**config.mk**
```make
export PLATFORM = sky130hd
export DESIGN_NAME = pipe_hazard_ctrl
export DESIGN_NICKNAME = d
export VERILOG_FILES = /design/src/rtl/mips_pkg.sv /design/src/rtl/hazard_match.sv /design/src/rtl/pipe_hazard_ctrl.sv
export SDC_FILE = /design/constraint.sdc
export NUM_CORES = 1
export LEC_CHECK = 0
export BUFFER_PORTS_ARGS = -buffer_cell sky130_fd_sc_hd__buf_2
export CORE_UTILIZATION = 53
export DETAILED_ROUTE_END_ITERATION = 16
export HOLD_SLACK_MARGIN = 0.05
export PLACE_DENSITY_LB_ADDON = 0.12
export SYNTH_ARGS = -nofsm -noshare
export SYNTH_HDL_FRONTEND = slang
export SYNTH_SLANG_ARGS = --single-unit
```
**constraint.sdc**
```tcl
create_clock -name clock_i -period 2.8 [get_ports clock_i]
set_input_delay 0.28 -clock clock_i [delete_from_list [all_inputs] [get_ports clock_i]]
set_output_delay 0.28 -clock clock_i [all_outputs]
set_load 0.005 [all_outputs]
```
**src/rtl/mips_pkg.sv**
```systemverilog
// Shared types for the MIPS pipeline control blocks: FSM states and the
// scoreboard entry that follows each instruction from EX to WB.
package mips_pkg;

  localparam int REG_W_DEFAULT = 5;
  // Scoreboard destinations are stored at a fixed width so the struct can
  // live here; narrower register addresses are zero-extended on the way in.
  localparam int REG_W_MAX = 8;

  typedef enum logic {
    ST_FILL = 1'b0,
    ST_RUN  = 1'b1
  } state_e;

  typedef struct packed {
    logic                 valid;
    logic                 wr;
    logic [REG_W_MAX-1:0] dest;
    logic                 load;
  } sb_entry_t;

  localparam int SB_W = $bits(sb_entry_t);

endpackage

```
**src/rtl/hazard_match.sv**
```systemverilog
// Compares one decode source register against every in-flight scoreboard
// entry; returns the per-entry hit vector and the youngest-writer select.
module hazard_match
  import mips_pkg::*;
#(
  parameter int STAGES = 3,
  parameter int REG_W  = REG_W_DEFAULT,
  parameter int SEL_W  = $clog2(STAGES + 1)
) (
  input  logic [REG_W-1:0]       src_i,
  input  logic                   use_i,
  input  logic [STAGES*SB_W-1:0] entries_i,
  output logic [STAGES-1:0]      hit_o,
  output logic [SEL_W-1:0]       sel_o
);

  sb_entry_t [STAGES-1:0] ents;
  logic      [STAGES-1:0] hit;

  assign ents = entries_i;

  always_comb begin
    hit   = '0;
    sel_o = '0;
    for (int i = 0; i < STAGES; i++) begin
      hit[i] = use_i && (src_i != '0) && ents[i].valid && ents[i].wr &&
               (ents[i].dest == REG_W_MAX'(src_i));
    end
    // Scan oldest to youngest so the youngest writer is the last one kept.
    for (int i = STAGES - 1; i >= 0; i--) begin
      if (hit[i]) sel_o = SEL_W'(i + 1);
    end
  end

  assign hit_o = hit;

endmodule

```
**src/rtl/pipe_hazard_ctrl.sv**
```systemverilog
// Hazard, forwarding and fetch-sequencing controller: tracks in-flight writers,
// drives forwarding selects, and stalls/refills fetch and decode.
module pipe_hazard_ctrl
  import mips_pkg::*;
#(
  parameter int STAGES = 3,
  parameter int REG_W  = REG_W_DEFAULT,
  parameter int FWD_EN = 1,
  parameter int CNT_W  = 16,
  localparam int SEL_W = $clog2(STAGES + 1)
) (
  input  logic             clock_i,
  input  logic             reset_i,
  input  logic             dec_valid_i,
  input  logic [REG_W-1:0] dec_rs_i,
  input  logic [REG_W-1:0] dec_rt_i,
  input  logic             dec_use_rs_i,
  input  logic             dec_use_rt_i,
  input  logic             dec_wr_i,
  input  logic [REG_W-1:0] dec_dest_i,
  input  logic             dec_load_i,
  input  logic             redirect_i,
  output logic             pc_en_o,
  output logic             pc_redirect_o,
  output logic             dec_en_o,
  output logic             dec_flush_o,
  output logic             ex_bubble_o,
  output logic [SEL_W-1:0] fwd_a_o,
  output logic [SEL_W-1:0] fwd_b_o,
  output logic [CNT_W-1:0] stall_cnt_o,
  output logic [CNT_W-1:0] flush_cnt_o
);

  // Entries that still need a stall without forwarding; WB writes in time.
  localparam logic [STAGES-1:0] PRE_WB_MASK = {1'b0, {(STAGES-1){1'b1}}};

  state_e                 state_q, state_d;
  sb_entry_t [STAGES-1:0] sb_q, sb_d;
  logic [CNT_W-1:0]       stall_cnt_q, stall_cnt_d, flush_cnt_q, flush_cnt_d;
  logic [STAGES-1:0]      hit_a, hit_b;
  logic [SEL_W-1:0]       sel_a, sel_b;
  logic                   hazard, issue, stall_evt, flush_evt;

  hazard_match #(.STAGES(STAGES), .REG_W(REG_W), .SEL_W(SEL_W)) u_match_rs (
    .src_i     (dec_rs_i),
    .use_i     (dec_use_rs_i),
    .entries_i (sb_q),
    .hit_o     (hit_a),
    .sel_o     (sel_a)
  );

  hazard_match #(.STAGES(STAGES), .REG_W(REG_W), .SEL_W(SEL_W)) u_match_rt (
    .src_i     (dec_rt_i),
    .use_i     (dec_use_rt_i),
    .entries_i (sb_q),
    .hit_o     (hit_b),
    .sel_o     (sel_b)
  );

  always_comb begin
    hazard = dec_valid_i &&
             (((hit_a[0] || hit_b[0]) && sb_q[0].load) ||
              ((FWD_EN == 0) && (|((hit_a | hit_b) & PRE_WB_MASK))));
  end

  always_comb begin
    // NOTE: every signal written here gets a default first so that no path
    // through the case leaves it unassigned and infers a latch.
    state_d       = state_q;
    pc_en_o       = 1'b0;
    pc_redirect_o = 1'b0;
    dec_en_o      = 1'b0;
    dec_flush_o   = 1'b0;
    ex_bubble_o   = 1'b1;
    issue         = 1'b0;
    stall_evt     = 1'b0;
    flush_evt     = 1'b0;
    if (reset_i) begin
      dec_flush_o = 1'b1;
      state_d     = ST_FILL;
    end else begin
      case (state_q)
        ST_FILL: begin
          pc_en_o  = 1'b1;
          dec_en_o = 1'b1;
          state_d  = ST_RUN;
        end
        ST_RUN: begin
          if (redirect_i && sb_q[0].valid) begin
            pc_en_o       = 1'b1;
            pc_redirect_o = 1'b1;
            dec_flush_o   = 1'b1;
            flush_evt     = 1'b1;
            state_d       = ST_FILL;
          end else if (hazard) begin
            stall_evt = 1'b1;
          end else begin
            pc_en_o     = 1'b1;
            dec_en_o    = 1'b1;
            ex_bubble_o = 1'b0;
            issue       = dec_valid_i;
          end
        end
        default: state_d = ST_FILL;
      endcase
    end
  end

  always_comb begin
    sb_d    = '0;
    if (issue) begin
      sb_d[0].valid = 1'b1;
      sb_d[0].wr    = dec_wr_i;
      sb_d[0].dest  = REG_W_MAX'(dec_dest_i);
      sb_d[0].load  = dec_load_i;
    end
    for (int i = 1; i < STAGES; i++) sb_d[i] = sb_q[i-1];
    stall_cnt_d = (stall_evt && stall_cnt_q != '1) ? stall_cnt_q + 1'b1 : stall_cnt_q;
    flush_cnt_d = (flush_evt && flush_cnt_q != '1) ? flush_cnt_q + 1'b1 : flush_cnt_q;
  end

  always_ff @(posedge clock_i) begin
    // NOTE: state registers use non-blocking assignments so every flop
    // samples the pre-edge values regardless of statement order.
    if (reset_i) begin
      state_q     <= ST_FILL;
      sb_q        <= '0;
      stall_cnt_q <= '0;
      flush_cnt_q <= '0;
    end else begin
      state_q     <= state_d;
      sb_q        <= sb_d;
      stall_cnt_q <= stall_cnt_d;
      flush_cnt_q <= flush_cnt_d;
    end
  end

  assign fwd_a_o     = ((FWD_EN != 0) && dec_valid_i && !reset_i) ? sel_a : '0;
  assign fwd_b_o     = ((FWD_EN != 0) && dec_valid_i && !reset_i) ? sel_b : '0;
  assign stall_cnt_o = stall_cnt_q;
  assign flush_cnt_o = flush_cnt_q;

endmodule

```
==> results.toml, run 1 <==
[logic_synthesis]
synthFlopType = "dfxtp_1"
synth_seq_area_share = 0.409
synth_edf_count = 0
synth_seq_cells = 55
synth_commonest_cells = "55 x dfxtp_1, 42 x nor2_1, 36 x xnor2_1, 22 x nor2b_1, 14 x nand2_1"
avgSynthCellArea_sq_um = 8.83
yosys.cell_count.top_type = "dfxtp_1"
synthTopCellsByArea = "dfxtp_1 41%, xnor2_1 12%, nor2_1 5.9%"
syn-cell-area_sq_um = 2690
async_reset_ff_frac = 0
synthDominantCellAreaShare = 0.409
synth_warnings = 0
syn_nets = 330
synthCells = 305
ys_types = 37
synth_top_area_cell = "dfxtp_1"

[setup_path]
cp_max_fo = 9
cpPeakStageDelay_ns = 0.52
cp.required_ns = 2.52
slowest_stage = "nor4_4"
arrival_ns = 2.10
crit_type = "reg2out"
worstSetupEndpointType = "output pin"
cp_cell_sequence = "xnor2_1, nand4_1, nor4_4, o21a_1, a211o_1, buf_2"
cp-start-kind = "flop"

[drt]
wl_per_cell_um = 12.7
dr.pass1.iters = 4
vias_per_cell = 5.22
routed_wl_mm = 5.55
drt_iter0_drc = 111
num_vias = 2287
antenna_left = 0
drc = 0

[grt]
grt_overflow_total = 0
antenna_found_initial = 0
grt_max_degree = 60
grt_pass1_wl_mm = 9.32
grt_use_total = 0.221
grt_pass1_vias = 2099

[clock_network]
htreeDepth = 2
clk_path_buf_depth = 2
tritoncts = "yes"
cts_hold_buf = 0
cts_root_buffer = "clkbuf_8"
cts_setup_buffers = 0
cts_made_buffers = 5
ctsResizeCount = 0
cts.clk_slew.worst_paths_ns = 0.11
clock_sinks = 55
clock_latency_ns = 0.31

[final_layout]
area_delta_synth_final_pct = 18.7
drive_above_1_share = 0.232
final_nets = 395
multiInputGateArea_sq_um = 1530
instances_no_fill = 438
finalInstanceArea_sq_um = 3200
fillers = 450
ff_latch_area_sq_um = 1100
antenna_cells = 0

[worst_hold_path]
min_path_type = "in2reg"

[sta]
worst_pin_slew_ns = 0.637
tns_ns = 0
rsz0062_at_grt = "no"
post-route-period-util = 0.850
slew_headroom = 0.571
fin_worst_skew_ns = 0.00867
hold_viol = 0
setup_viol = 0
fmax_mhz = 420
fin_crit_ns = 2.38
report.final.slew_viol_count = 0

[power]
report.power.total_w = 0.00143
p_per_area_nw_per_um2 = 449
power.leakage_nw = 1.25
vdd_drop_max_v = 0.000249

[placed_design]
dp_hpwl_mm = 4.16
globalplace.congestion = 0.881
place_area_sq_um = 3080
dp_cells = 430
io_buffers = 63

[die]
start_util = 0.559
coreArea_sq_um = 4820
ioPinCount = 64
die_area_sq_um = 5370
die_h_um = 73.3
num_rows = 25
fp.dieW_um = 73.3

[run]
drv_cap = 0

[outcome]
outcome = "complete, no violations"
critical path, delay by kind of cell, from the launching register on:
family / cells / cell delay (ns)
xor gates and xnor gates: 1 / 0.14
buffers and inverters: 1 / 0.11
DFF: 1 / 0.41
and+or+nand+nor: 2 / 0.70
AOI/OAI and AO/OA: 2 / 0.42
flip-flops by register name, indices dropped and copies added (netlist names):
register and cells:
sb_d 15, stall_cnt_o 16, flush_cnt_o 16, state_q 1
sb_q 7
metal layers:
layer / GRT usage / wire, um / part of all wire
met5: 0 / 0 / 0
met4: 0.0598 / 48 / 0.0086
met3: 0.0398 / 267 / 0.048
met2: 0.360 / 2500 / 0.45
met1: 0.301 / 2740 / 0.49
report_power, final:
part	internal, W	leakage [nW]	switching, W
clock	0.000276	0.0607	0.000266
sequential	0.000789	0.444	0.00000800
combinational	0.0000421	0.744	0.0000522
cells by family (layout without fill, tap and decap cells):
group,Yosys count,in the layout,share of synthesized area
AND/OR/NAND/NOR,149,149,0.302
flip-flops,55,55,0.409
XOR/XNOR,46,46,0.150
AO/OA/AOI/OAI,27,27,0.0669
buffers and inverters,16,82,0.0223
multiplexers,10,10,0.0413
adder cells (fa/ha/maj),2,2,0.00929
path summary, 6_finish.rpt:
check	start	end	slack [ns]	cells after the start
min	dec_load_i	sb_d[11]$_SDFF_PP0_	0.16	2
max	sb_d[15]$_SDFF_PP0_	ex_bubble_o	0.42	6
min reg2reg	sb_d[20]$_SDFF_PP0_	sb_d[31]$_SDFF_PP0_	0.49	1
max reg2reg	sb_d[15]$_SDFF_PP0_	stall_cnt_o[12]$_SDFFE_PP0P_	0.55	6
area by class of cell:
cell class	instances	area share
Clock buffer	5	0.0215
Clock inverter	3	0.0157
Inverter	10	0.0117
Multi-Input combinational cell	234	0.479
Sequential cell	55	0.344
Tap cell	67	0.0262
Timing Repair Buffer	64	0.101
per-stage QoR:
stage / hold slack [ns] / util / setup slack, ns
floorplan: 0.402 / - / 0.781
global placement: 0.446 / 0.639 / 0.535
detailed placement: 0.466 / 0.639 / 0.496
CTS: 0.156 / 0.664 / 0.405
global route: 0.155 / 0.664 / 0.274
finish: 0.163 / 0.664 / 0.421
cell usage in the layout, fill, tap and decap left out, drive strengths merged:
| master | Yosys | routed |
|---|---|---|
| nor3 | 14 | 14 |
| nand4b | 1 | 1 |
| o31ai | 3 | 3 |
| nand4 | 13 | 13 |
| dfxtp | 55 | 55 |
| clkbuf | 6 | 5 |
| a21oi | 8 | 8 |
| o21a | 2 | 2 |
| mux2 | 9 | 9 |
| o211ai | 4 | 4 |
| and3 | 1 | 1 |
| nand2b | 2 | 2 |
| or4 | 6 | 6 |
| bufinv | 0 | 1 |
| or3 | 4 | 4 |
| and2 | 7 | 7 |
| inv | 10 | 12 |
| nor4 | 6 | 6 |
| mux2i | 1 | 1 |
| a31oi | 2 | 2 |
| nor4b | 3 | 3 |
| nor2b | 22 | 22 |
| xor2 | 10 | 10 |
| nor2 | 42 | 42 |
| o2111ai | 1 | 1 |
| and4 | 1 | 1 |
| o21ai | 6 | 6 |
| xnor2 | 36 | 36 |
| a211o | 1 | 1 |
| nand2 | 14 | 14 |
| nand3 | 13 | 13 |
| ha | 2 | 2 |
| buf | 0 | 64 |
No activity file was read; power rests on OpenSTA's default activity.
==> inputs of run 2 (changes only) <==
- ABC_AREA: default -> 1
- CORE_UTILIZATION: 53 -> 54
- clock period: 2.8 -> 2.5 ns (I/O delays scaled with it)
==> run 2 against run 1 <==
Setup slack better by 0.065 ns; global-route usage rose by 2.5 points; cell area grew 8.7%; highest routed layer unchanged; sequential share of layout area down 2.8 points; sequential power increased by 12%; area after synthesis increased by 11%; clock skew is 0.0056 ns lower; clock power up 13%; first-iteration DRC count down 8.1%; synthesized cell count is 45% higher.
==> results.toml, run 2 <==
[grt]
antenna_found_initial = 0
grt_max_degree = 24
grt_pass1_vias = 2626
grt_use_total = 0.246
grt_overflow_total = 0
grt_pass1_wl_mm = 11.6

[die]
fp.dieW_um = 76.3
die_h_um = 76.3
coreArea_sq_um = 5200
num_rows = 26
start_util = 0.572
ioPinCount = 64
die_area_sq_um = 5820

[setup_path]
crit_type = "reg2out"
crit_family = "simple AND/OR/NAND/NOR gates"
slowest_stage = "dfxtp_1"
worstSetupEndpointType = "output pin"
cp-start-kind = "flop"
cp_common_cell = "nand2_1"
cp_cell_sequence = "nand2_1, a21oi_1, nand2_1, nor2_1, nand3_2, nand2_2, nand3_1, o21ai_0, inv_1, buf_2"
worst-path-buf-inv = 2
cp.required_ns = 2.25
cpPeakStageDelay_ns = 0.37
cp_max_fo = 4
arrival_ns = 1.76

[sta]
hold_viol = 0
fin_crit_ns = 2.01
fmax_mhz = 496
tns_ns = 0
slew_headroom = 0.736
setup_viol = 0
worst_pin_slew_ns = 0.392
report.final.slew_viol_count = 0
rsz0062_at_grt = "no"
fin_ws_ns = 0.486
post-route-period-util = 0.806
fin_worst_skew_ns = 0.00311

[logic_synthesis]
synth_edf_count = 0
synth_commonest_cells = "88 x nand2_1, 75 x nor2_1, 58 x inv_1, 55 x dfxtp_1, 30 x nand3_1"
syn-cell-area_sq_um = 2980
yosys.cell_count.top_type = "nand2_1"
syn_nets = 467
synthCells = 442
synth_seq_area_share = 0.370
avgSynthCellArea_sq_um = 6.74
synth_seq_cells = 55
synthDominantCellAreaShare = 0.370
synthTopCellsByArea = "dfxtp_1 37%, nand2_1 11%, nor2_1 9.4%"
synth_warnings = 0
synth_top_area_cell = "dfxtp_1"
synthFlopType = "dfxtp_1"
async_reset_ff_frac = 0
ys_types = 42

[final_layout]
layout_common_cells = "88 x nand2_1, 75 x nor2_1, 63 x buf_2"
final_nets = 532
antenna_cells = 0
fin_util = 0.668
drive_above_1_share = 0.211
instances_no_fill = 578
multiInputGateArea_sq_um = 1570
ff_latch_area_sq_um = 1100
area_delta_synth_final_pct = 16.6
layout_commonest_cell = "nand2_1"
fillers = 505

[clock_network]
cts.clk_slew.worst_paths_ns = 0.10
clock_sinks = 55
cts_hold_buf = 0
cts_made_buffers = 5
clk_path_buf_depth = 2
ctsResizeCount = 0
cts_setup_buffers = 0
cts_root_buffer = "clkbuf_8"
clock_latency_ns = 0.31
tritoncts = "yes"
htreeDepth = 2

[placed_design]
globalplace.congestion = 0.919
io_buffers = 63
dp_cells = 570
dp_hpwl_mm = 5.33
dpl_worst_slack_ns = 0.702

[power]
vdd_drop_max_v = 0.000280
report.power.total_w = 0.00163
power.leakage_nw = 1.52
p_per_area_nw_per_um2 = 468

[drt]
num_vias = 2936
drc = 0
antenna_left = 0
dr.pass1.iters = 5
vias_per_cell = 5.08
routed_wl_mm = 6.94
wl_per_cell_um = 12.0
drt_iter0_drc = 102

[worst_hold_path]
min_path_type = "in2reg"

[outcome]
outcome = "complete, no violations"

[run]
drv_cap = 0
[run 2: changes by cell type in the layout (fill, tap and decap cells not counted), moves of 17 or more]
cell     change
nand2_1     +74
inv_1       +48
nor2_1      +33
xnor2_1     -29
nor2b_1     -22
a21oi_1     +20
nand3_1     +17
[run 2: final timing paths]
path	startpoint	end	slack [ns]	cells after the start
setup / recovery	sb_d[21]$_SDFF_PP0_	dec_en_o	0.49	10
hold reg to reg	sb_d[31]$_SDFF_PP0_	sb_q[31]$_SDFF_PP0_	0.42	2
hold / removal	dec_dest_i[1]	sb_d[13]$_SDFF_PP0_	0.14	3
setup reg to reg	stall_cnt_o[1]$_SDFFE_PP0P_	stall_cnt_o[2]$_SDFFE_PP0P_	0.68	9
[run 2: cell type report]
class,instances,area share
sequential,55,0.317
multi-input combinational,309,0.451
inverter,71,0.0778
clock buffer,6,0.0238
clock inverter,2,0.0101
timing repair buffer,65,0.0951
tap,70,0.0252
[run 2: cells by family (layout without fill, tap and decap cells)]
logic type,after synthesis,in the layout,share of synthesized area
AO/OA/AOI/OAI,52,52,0.0945
XOR/XNOR,18,18,0.0529
buffers and inverters,78,144,0.104
flip-flops,55,55,0.370
AND/OR/NAND/NOR,237,237,0.370
adder cells (fa/ha/maj),2,2,0.00840
[run 2: through the flow]
stage | cell area [sq um] | hold WS, ns
after floorplan | 2980 | 0.362
after global placement | 3360 | 0.410
after detailed placement | 3360 | 0.414
after CTS | 3470 | 0.132
after global routing | 3470 | 0.153
final | 3470 | 0.139
[run 2: tightest hold or removal path: cells and delay by family]
family | cells | cell delay [ns]
buf+inv | 2 | 0.13
simple gates | 1 | 0.03
[run 2: layer usage]
metal	routed length (um)	vias up	track usage
met5	0	-	0
met4	102	0	0.0865
met3	363	11	0.0443
met2	3270	85	0.430
met1	3210	1299	0.301
li1	-	1541	-
[run 2: power breakdown]
part / switching, W / internal (W) / total [W]
Sequential: 0.00000634 / 0.000884 / 0.000890
Clock: 0.000289 / 0.000325 / 0.000614
Combinational: 0.0000766 / 0.0000457 / 0.000122
